==> config.mk <==
export PLATFORM = sky130hd
export DESIGN_NAME = spi_burst_transmit_fsm
export DESIGN_NICKNAME = d
export VERILOG_FILES = /design/src/rtl/spi_burst_transmit_fsm.sv
export SDC_FILE = /design/constraint.sdc
export NUM_CORES = 1
export LEC_CHECK = 0
export ABC_AREA = 1
export CORE_MARGIN = 2
export CORE_UTILIZATION = 48
export DETAILED_ROUTE_END_ITERATION = 8
export GPL_TIMING_DRIVEN = 0
export PLACE_DENSITY = 0.76
export SLEW_MARGIN = 30
export SYNTH_ARGS = -nofsm -noshare
export SYNTH_HDL_FRONTEND = slang
export SYNTH_SLANG_ARGS = --single-unit
==> constraint.sdc <==
create_clock -name i_clk -period 2.6 [get_ports i_clk]
set_input_delay 0.52 -clock i_clk [delete_from_list [all_inputs] [get_ports i_clk]]
set_output_delay 0.52 -clock i_clk [all_outputs]
set_load 0.02 [all_outputs]
==> src/rtl/spi_burst_transmit_fsm.sv <==
// Burst transmit sequencer: streams i_burst_count words from a synchronous input buffer into
// an SPI master, one start pulse per word, with an optional idle gap between words.
module spi_burst_transmit_fsm #(
    parameter int unsigned DATA_WIDTH = 16,
    parameter int unsigned ADDR_WIDTH = 16,
    parameter int unsigned GAP_CYCLES = 0
) (
    input  logic                  i_clk,
    input  logic                  i_rst,
    input  logic                  i_start,
    input  logic [15:0]           i_burst_count,
    input  logic                  i_abort,
    output logic                  o_inbuf_re,
    output logic [ADDR_WIDTH-1:0] o_inbuf_addr,
    input  logic [DATA_WIDTH-1:0] i_inbuf_dat,
    output logic                  o_spi_start,
    output logic [DATA_WIDTH-1:0] o_spi_data,
    input  logic                  i_spi_busy,
    input  logic                  i_spi_done,
    output logic                  o_busy,
    output logic                  o_done,
    output logic [15:0]           o_word_count
);

    // Gap counter is loaded with GAP_CYCLES-1 and counts down to zero.
    localparam int unsigned GapW = (GAP_CYCLES > 1) ? $clog2(GAP_CYCLES) : 1;

    typedef enum logic [2:0] {
        StIdle,
        StRead,
        StLatch,
        StArm,
        StXfer,
        StGap,
        StDone
    } state_e;

    state_e                state_q, state_d;
    logic [15:0]           count_q, count_d;
    logic [15:0]           wcount_q, wcount_d;
    logic [ADDR_WIDTH-1:0] addr_q, addr_d;
    logic                  re_q, re_d;
    logic                  spi_start_q, spi_start_d;
    logic [DATA_WIDTH-1:0] spi_data_q, spi_data_d;
    logic                  busy_q, busy_d;
    logic                  done_q, done_d;
    logic [GapW-1:0]       gap_q, gap_d;
    logic [15:0]           next_wcount;

    always_ff @(posedge i_clk or posedge i_rst) begin
        if (i_rst) begin
            state_q     <= StIdle;
            count_q     <= '0;
            wcount_q    <= '0;
            addr_q      <= '0;
            re_q        <= 1'b0;
            spi_start_q <= 1'b0;
            spi_data_q  <= '0;
            busy_q      <= 1'b0;
            done_q      <= 1'b0;
            gap_q       <= '0;
        end else begin
            state_q     <= state_d;
            count_q     <= count_d;
            wcount_q    <= wcount_d;
            addr_q      <= addr_d;
            re_q        <= re_d;
            spi_start_q <= spi_start_d;
            spi_data_q  <= spi_data_d;
            busy_q      <= busy_d;
            done_q      <= done_d;
            gap_q       <= gap_d;
        end
    end

    always_comb begin
        state_d     = state_q;
        count_d     = count_q;
        wcount_d    = wcount_q;
        addr_d      = addr_q;
        re_d        = 1'b0;
        spi_start_d = 1'b0;
        spi_data_d  = spi_data_q;
        busy_d      = busy_q;
        done_d      = 1'b0;
        gap_d       = gap_q;
        next_wcount = wcount_q + 16'd1;

        if (i_abort && (state_q != StIdle)) begin
            state_d = StIdle;
            busy_d  = 1'b0;
            addr_d  = '0;
        end else begin
            unique case (state_q)
                StIdle: begin
                    if (i_start) begin
                        count_d = i_burst_count;
                        if (i_burst_count != 16'd0) begin
                            busy_d   = 1'b1;
                            wcount_d = '0;
                            addr_d   = '0;
                            re_d     = 1'b1;
                            state_d  = StRead;
                        end else begin
                            state_d = StDone;
                        end
                    end
                end
                StRead: state_d = StLatch;
                StLatch: begin
                    spi_data_d = i_inbuf_dat;
                    state_d    = StArm;
                end
                StArm: begin
                    if (!i_spi_busy) begin
                        spi_start_d = 1'b1;
                        state_d     = StXfer;
                    end
                end
                StXfer: begin
                    // A done coincident with our own start pulse belongs to the previous word.
                    if (i_spi_done && !spi_start_q) begin
                        wcount_d = next_wcount;
                        if (next_wcount == count_q) begin
                            done_d  = 1'b1;
                            busy_d  = 1'b0;
                            state_d = StDone;
                        end else if (GAP_CYCLES == 0) begin
                            addr_d  = addr_q + ADDR_WIDTH'(1);
                            re_d    = 1'b1;
                            state_d = StRead;
                        end else begin
                            gap_d   = GapW'(GAP_CYCLES - 1);
                            state_d = StGap;
                        end
                    end
                end
                StGap: begin
                    if (gap_q == '0) begin
                        addr_d  = addr_q + ADDR_WIDTH'(1);
                        re_d    = 1'b1;
                        state_d = StRead;
                    end else begin
                        gap_d = gap_q - GapW'(1);
                    end
                end
                StDone: begin
                    // A zero-length burst reaches here without a pulse; emit it now.
                    done_d  = (count_q == 16'd0);
                    addr_d  = '0;
                    state_d = StIdle;
                end
                default: state_d = StIdle;
            endcase
        end
    end

    assign o_inbuf_re   = re_q;
    assign o_inbuf_addr = addr_q;
    assign o_spi_start  = spi_start_q;
    assign o_spi_data   = spi_data_q;
    assign o_busy       = busy_q;
    assign o_done       = done_q;
    assign o_word_count = wcount_q;

endmodule

## Word-level counts from Yosys, hierarchy flattened

Index checks and enable logic that the tools add are counted.

| storage, ports and cells | value |
|---|---|
| register bits after elaboration | 72 |
| input port bits | 38 |
| logic and storage cells | 86 |

| cells by class | value |
|---|---|
| $add $sub $neg | 3 |
| equality and inequality tests | 17 |
| muxes and demuxes | 38 |
| bitwise gates (word level) | 1 |
| reduce and logical (&&, ||, !) cells | 17 |

Operators with widths:

| cell | number |
|---|---|
| 16-bit 2-to-1 mux | 7 |
| 16-bit one-hot mux with 4 select lines | 1 |
| 16-bit by 1-bit adder with 16-bit output, second input constant | 2 |
| 16-bit one-hot mux with 2 select lines | 1 |
| 3-bit 2-to-1 mux | 7 |
| 3-bit != test, second input constant | 7 |
| 1-bit 2-to-1 mux | 18 |
| 3-bit one-hot mux with 6 select lines | 1 |
| 16-bit equality test | 1 |
| 16-bit logical NOT | 1 |
| 16-bit nonzero test | 1 |
| 5-bit AND reduction | 2 |
| 3-bit equality test, second input constant | 3 |
| 3-bit by 2-bit equality test with 1-bit output, second input constant | 2 |
| 2-bit != test, second input constant | 3 |
| 6-bit AND reduction | 1 |
| 3-bit nonzero test | 2 |
| 5-bit nonzero test | 1 |
| 1-bit one-hot mux with 2 select lines | 2 |
| 2-bit AND reduction | 2 |
| 4-bit AND reduction | 1 |
| 3-bit by 1-bit equality test with 1-bit output, second input constant | 1 |
| 3-bit logical NOT | 1 |
| 1-bit one-hot mux with 3 select lines | 1 |
| 6 further kinds | 7 |

## Depth between registers and ports, before layout

Gate-level depths: netlist of run 1.

| logic depth | value |
|---|---|
| word-level depth | 6 |
| mapped depth | 17 |
| gate-level depth less buffers | 17 |

## Least setup slack after synthesis of run 1

Ideal clock, no wire load.

| path | value |
|---|---|
| kind | reg-to-reg |
| from | register wcount_q[0] (netlist: o_word_count[0]) |
| to | register addr_q[14] (netlist: o_inbuf_addr[14]) |
| setup time | 0.121 ns |
| arrival | 2.022 ns |
| data required time | 2.479 ns |
| slack | 0.457 ns |
| stages on the path, launching flop included | 16 |
| clock period less this slack | 2.143 ns |
| path through | dfrtp_1 -> ha_1 -> nand3_1 -> nor2_2 -> nand3_1 -> nand2_1 -> nand2_1 -> nand2_1 -> nand2_1 -> inv_2 -> nand2_1 -> nor2_4 -> nand4_2 -> nand2_4 -> buf_12 -> o21ai_1 |

| on the way | value |
|---|---|
| word-level cells in the longest chain between the ends | 4 |

RTL lines:

| item | line | RTL |
|---|---|---|
| start, declared | 40 | `logic [15:0] wcount_q, wcount_d;` |
| start signal, assigned | 65 | `wcount_q <= wcount_d;` |
| 16-bit by 1-bit adder with 16-bit output | 87 | `next_wcount = wcount_q + 16'd1;` |
| 16-bit equality test | 124 | `if (next_wcount == count_q) begin` |
| 3-bit != test (no source line) | n/a |  |
| 6-bit AND reduction (no source line) | n/a |  |
| end signal, assigned | 66 | `addr_q <= addr_d;` |
| end, declared | 41 | `logic [ADDR_WIDTH-1:0] addr_q, addr_d;` |

Every way passes these cells.
A chain may end at the register's enable or synchronous reset.

## Worst setup path after layout of run 1

| path | value |
|---|---|
| from | register wcount_q[0] (netlist: o_word_count[0]) |
| to | register addr_q[7] (netlist: o_inbuf_addr[7]) |

The elaborated chain is that of the path after synthesis.

==> results.toml, run 1 <==
[outcome]
outcome = "complete, no violations"

[synthesis]
synth_area_leaders = "dfrtp_1 42%, nand2_1 13%, mux2_2 5.4%"
synth_top_area_share_pct = 42.5
syn_avg_cell_area_sq_um = 8.07
yosys_warnings = 0
synth_cell_type_count = 37
yosys.area.top_type = "dfrtp_1"
seq_area_frac_synth_pct = 42.5
synth_nets = 558
ys_ff_latch = 71
netlist_area_sq_um = 4180
netlist_instances = 518

[place]
post_dp_cell_area_sq_um = 5220
hpwl_mm = 8.05
place_ws_ps = -247
routabilityCongestion = 0.888
port_buffers = 88

[drt]
drt-pass1-iter-count = 5
viasPerCell = 5.23
wl_per_cell_um = 14.5
drc = 0
via_count = 3819
dr.first_iter.drc_count = 175
routed_wl_mm = 10.6
antenna_left = 0

[clocking]
cts_max_level = 3
path_clk_slew_ps = 80
clockBufferDepth = 2
cts_tree = "done"
ctsRootBufferMaster = "clkbuf_8"
clock_latency_ps = 360
cts_sinks = 71
cts_buffers = 9

[timing]
setup_ws_ps = 247
whs_ps = 486
rsz0062_at_grt = "no"
hold_violations = 0
setup_viol = 0
timing.final.crit_share_pct = 90.5
timing.fmax_ghz = 0.425
finalMaxSlewViolations = 0
tightest_slew_ps = 641
relSlewSlack_pct = 57.1
fin_crit_ps = 2350
finClkSkew_ps = 11.3

[finish]
fin_util_pct = 63.4
fin_area_sq_um = 5450
drive_gt1_share_pct = 15.8
num-fill-cells = 757
area_delta_synth_final_pct = 30.2
nets = 657
diodes = 0

[hold_path]
hold_path_class = "in2reg"

[power]
p_leak_nw = 2.41
vdd_ir_drop_max_uv = 621
power_density_nw_per_um2 = 853
finalPower_w = 0.00464

[die]
core-area_sq_um = 8590
pin_count = 90
num_rows = 34
fp.dieW_um = 97.4
die_area_sq_um = 9480
die_y_um = 97.4
start_util_pct = 48.7

[critical_path]
cp_max_fo = 10
cp-end-kind = "register"
critPathLaunchType = "register"
worst_ep_arrival_time_ps = 2640
crit_required_ps = 2880
path_class = "reg2reg"

[global_route]
grt_pass1_vias = 3874
grt_pass1_wl_mm = 18.1
grt_overflow = 0
antenna_found_initial = 0
grt_usage_pct = 23.4
grt_max_degree = 43

[flow_run]
drv_cap = 0
worst max-delay path: stages, from the launching register on:
cell	delay, ps
dfrtp_2	460
ha_2	310
xor2_1	170
nor3_1	240
nand4_1	120
nor2_1	120
nand3_1	120
nor2_2	180
nand4_2	150
nand2_4	140
buf_8	140
nand2_1	60
o21ai_2	60
flip-flops by register name, indices dropped and copies added, names as in the netlist:
signal	cells
o_busy	1
o_inbuf_addr	16
o_spi_data	16
o_done	1
o_word_count	16
state_q	3
o_spi_start	1
count_q	16
o_inbuf_re	1
synth_stat cells:
| master | count |
|---|---|
| xnor2_1 | 3 |
| buf_8 | 1 |
| xor2_1 | 5 |
| o21ai_2 | 15 |
| nand2_1 | 144 |
| clkbuf_1 | 5 |
| or2_1 | 1 |
| inv_2 | 4 |
| a21oi_1 | 7 |
| mux2_2 | 20 |
| a211o_1 | 1 |
| nand3_1 | 40 |
| buf_12 | 2 |
| nor2_2 | 7 |
| nor4_1 | 8 |
| a31oi_1 | 1 |
| nand2_2 | 9 |
| ha_1 | 2 |
| nand4_2 | 1 |
| nor2_1 | 40 |
| nand2_4 | 2 |
| o21ai_1 | 3 |
| xor2_2 | 1 |
| dfrtp_1 | 71 |
| o22ai_1 | 13 |
| buf_2 | 1 |
| inv_1 | 59 |
| a21oi_2 | 2 |
| nor2_4 | 6 |
| or2_2 | 4 |
| o21ai_0 | 12 |
| nand4_1 | 9 |
| nor3_1 | 9 |
| xnor3_2 | 2 |
| xor3_1 | 1 |
| and3_1 | 1 |
| nand3b_1 | 6 |
placed cells by master (no fill, tap or decap), types with 2 or more instances in the layout:
cell type and instances:
a21oi_1 6, a21oi_2 3, buf_12 3, bufinv_16 2, clkbuf_1 4, clkbuf_8 9, clkdlybuf4s50_1 88, clkinv_4 2
clkinvlp_4 2, dfrtp_1 70, inv_1 58, inv_2 4, mux2_2 20, nand2_1 144, nand2_2 9, nand2_4 2
nand3_1 40, nand3b_1 6, nand4_1 9, nor2_1 40, nor2_2 7, nor2_4 6, nor3_1 9, nor4_1 8
o21ai_0 12, o21ai_1 3, o21ai_2 15, o22ai_1 13, or2_2 4, xnor2_1 3, xnor3_2 2, xor2_1 5
layer usage:
| metal | global-route usage (%) | part of all wire (%) | vias to the layer above |
|---|---|---|---|
| met5 | 0 | 0 | - |
| met4 | 10.0 | 2.0 | 0 |
| met3 | 3.81 | 5.6 | 20 |
| met2 | 39.8 | 50 | 110 |
| met1 | 29.5 | 43 | 1795 |
| li1 | - | - | 1894 |
through the flow:
stage          instances  setup TNS, ps
2_1_floorplan        518              0
3_3_place_gp         714         -70470
3_5_place_dp         715          -2330
4_1_cts              731              0
5_1_grt              730              0
6_report             730              0
final cells by class:
cell class / instances / area (sq um) / area share [%]
multi-input combinational: 375 / 2100 / 38.5
sequential: 71 / 1780 / 32.6
timing repair buffer: 89 / 901 / 16.5
inverter: 63 / 239 / 4.39
tap: 108 / 135 / 2.48
clock buffer: 9 / 124 / 2.27
clock inverter: 7 / 97.6 / 1.79
buffer: 8 / 75.1 / 1.38
worst paths after layout:
path                            slack [ps]                        start  cells after the start                          end
worst max-delay path                   250  o_word_count[0]$_DFFE_PP0P_                     12  o_inbuf_addr[7]$_DFFE_PP0P_
worst min-delay path                   490                      i_start                      3       count_q[3]$_DFFE_PP0P_
worst max register to register         250  o_word_count[0]$_DFFE_PP0P_                     12  o_inbuf_addr[7]$_DFFE_PP0P_
worst min register to register         500           o_busy$_DFFE_PP0P_                      2           o_busy$_DFFE_PP0P_
max in group asynchronous             1520                        i_rst                      3  o_inbuf_addr[0]$_DFFE_PP0P_
min in group asynchronous              500                        i_rst                      2       count_q[3]$_DFFE_PP0P_
what timing repair did:
item	in CTS	in global routing
hold buffers	0	0
buffers inserted	0	0
endpoints found under the setup margin	0	26
gates resized for setup	0	3
power by group:
group          internal, W  total [W]  switching [W]
sequential         0.00139    0.00162       0.000232
combinational     0.000902    0.00202        0.00112
clock             0.000541   0.000999       0.000458
logic make-up after synthesis:
logic type	synth area share, %
AND/OR/NAND/NOR	31.7
flip-flops	42.5
XOR/XNOR	3.77
buffers and inverters	7.54
multiplexers	5.38
adder cells (fa/ha/maj)	0.598
AO/OA/AOI/OAI	8.50
No activity file was read; power rests on OpenSTA's default activity.
==> run 2, diff against run 1 <==
- SLEW_MARGIN: 30 -> 10
- TNS_END_PERCENT: default -> 20
==> results.toml, run 2 (synthesis results as in run 1) <==
[die]
fp.dieW_um = 97.4
pin_count = 90
core-area_sq_um = 8590
start_util_pct = 48.7
die_y_um = 97.4
die_area_sq_um = 9480
num_rows = 34

[clocking]
clock_latency_ps = 350
ctsRootBufferMaster = "clkbuf_8"
post_cts_resized = 0
clockBufferDepth = 2
cts_tree = "done"
cts_sinks = 71
cts_buffers = 9
cts-hold-fix-buffers = 0
path_clk_slew_ps = 80
postCtsSetupBuffers = 0
cts_max_level = 3

[place]
place_ws_ps = -253
dp.cells = 715
routabilityCongestion = 0.888
port_buffers = 88
hpwl_mm = 8.14

[drt]
routed_wl_mm = 10.5
via_count = 3872
drc = 0
drt-pass1-iter-count = 4
antenna_left = 0
wl_per_cell_um = 14.4
viasPerCell = 5.30
dr.first_iter.drc_count = 185

[timing]
fin_crit_ps = 2360
rsz0062_at_grt = "no"
finalMaxSlewViolations = 0
timing.final.crit_share_pct = 90.8
hold_violations = 0
tightest_slew_ps = 617
finClkSkew_ps = 8.72
timing.fmax_ghz = 0.424
relSlewSlack_pct = 58.7
setup_viol = 0
setup_ws_ps = 240

[critical_path]
path_class = "reg2reg"
cp_cell_sequence = "ha_1 > xor2_1 > nor3_1 > nand4_1 > nor2_1 > nand3_1 > nor2_2 > nand4_2 > nand2_4 > buf_12 > o21ai_1"
slowest_stage = "dfrtp_2"
crit_required_ps = 2840
cp_max_fo = 10
critPathLaunchType = "register"
cpLargestDelayFamily = "simple AND/OR/NAND/NOR gates"
max_stage_delay_ps = 460
cp-end-kind = "register"
crit_buf_inv = 1
path_depth = 11
r2r_cells = 11
worst_ep_arrival_time_ps = 2600

[power]
p_clk_share_pct = 21.5
vdd_ir_drop_max_uv = 623
p_int_w = 0.00284
p_leak_nw = 2.42
power_density_nw_per_um2 = 853
power_frac_seq_pct = 35.0
finalPower_w = 0.00465
p_comb_share_pct = 43.5
swShare_pct = 39.0
p_sw_w = 0.00181

[finish]
nets = 657
mostFrequentLayoutCells = "144 x nand2_1, 88 x clkdlybuf4s50_1, 69 x dfrtp_1"
fin_util_pct = 63.4
num-fill-cells = 760
diodes = 0
final_common_cell = "nand2_1"
final_cells = 730
area_delta_synth_final_pct = 30.3
drive_gt1_share_pct = 15.8

[global_route]
grt_usage_pct = 23.5
grt_overflow = 0
grt_pass1_vias = 3899
grt_pass1_wl_mm = 18.1
grt_max_degree = 55
antenna_found_initial = 0

[flow_run]
drv_cap = 0

[hold_path]
hold_path_class = "in2async"

[outcome]
outcome = "complete, no violations"
-- run 2: metal layers --
metal  wire, um  vias to the layer above  track usage, %
met1       4600                     1843            29.1
met5          0                        -               0
met4        210                        0            9.72
met2       5220                      121            41.0
met3        509                       19            3.81
li1           -                     1889               -
-- run 2: path summary, 6_finish.rpt --
kind | start | endpoint | slack (ps)
max | o_word_count[0]$_DFFE_PP0P_ | o_inbuf_addr[14]$_DFFE_PP0P_ | 240
min | i_rst | o_spi_data[3]$_DFFE_PP0P_ | 450
max reg2reg | o_word_count[0]$_DFFE_PP0P_ | o_inbuf_addr[14]$_DFFE_PP0P_ | 240
min reg2reg | o_spi_data[15]$_DFFE_PP0P_ | o_spi_data[15]$_DFFE_PP0P_ | 510
max in group asynchronous | i_rst | o_inbuf_addr[1]$_DFFE_PP0P_ | 1600
min in group i_clk | i_start | count_q[8]$_DFFE_PP0P_ | 500
-- run 2: layout make-up --
cell class	instances	area, sq um	area share [%]
buffer	8	75.1	1.38
clock buffer	9	124	2.27
clock inverter	7	96.3	1.77
inverter	63	239	4.38
multi-input combinational	375	2090	38.4
sequential	71	1780	32.6
tap	108	135	2.48
timing repair buffer	89	908	16.7
-- run 2: stage by stage --
stage / area (sq um) / hold slack, ps / setup TNS [ps]
after global routing: 5450 / 485 / 0
final: 5450 / 448 / 0
after global placement: 5200 / 487 / -70470
after detailed placement: 5230 / 494 / -2370
after CTS: 5450 / 453 / 0
after floorplan: 4180 / 467 / 0
-- run 2: power groups by stage --
stage | Combinational (W) | Sequential, W | Clock [W]
2_1_floorplan | 0.00120 | 0.00177 | 0
3_5_place_dp | 0.00203 | 0.00164 | 0
4_1_cts | 0.00204 | 0.00162 | 0.00102
3_3_place_gp | 0.00198 | 0.00162 | 0
6_report | 0.00202 | 0.00162 | 0.00100
5_1_grt | 0.00222 | 0.00166 | 0.00106
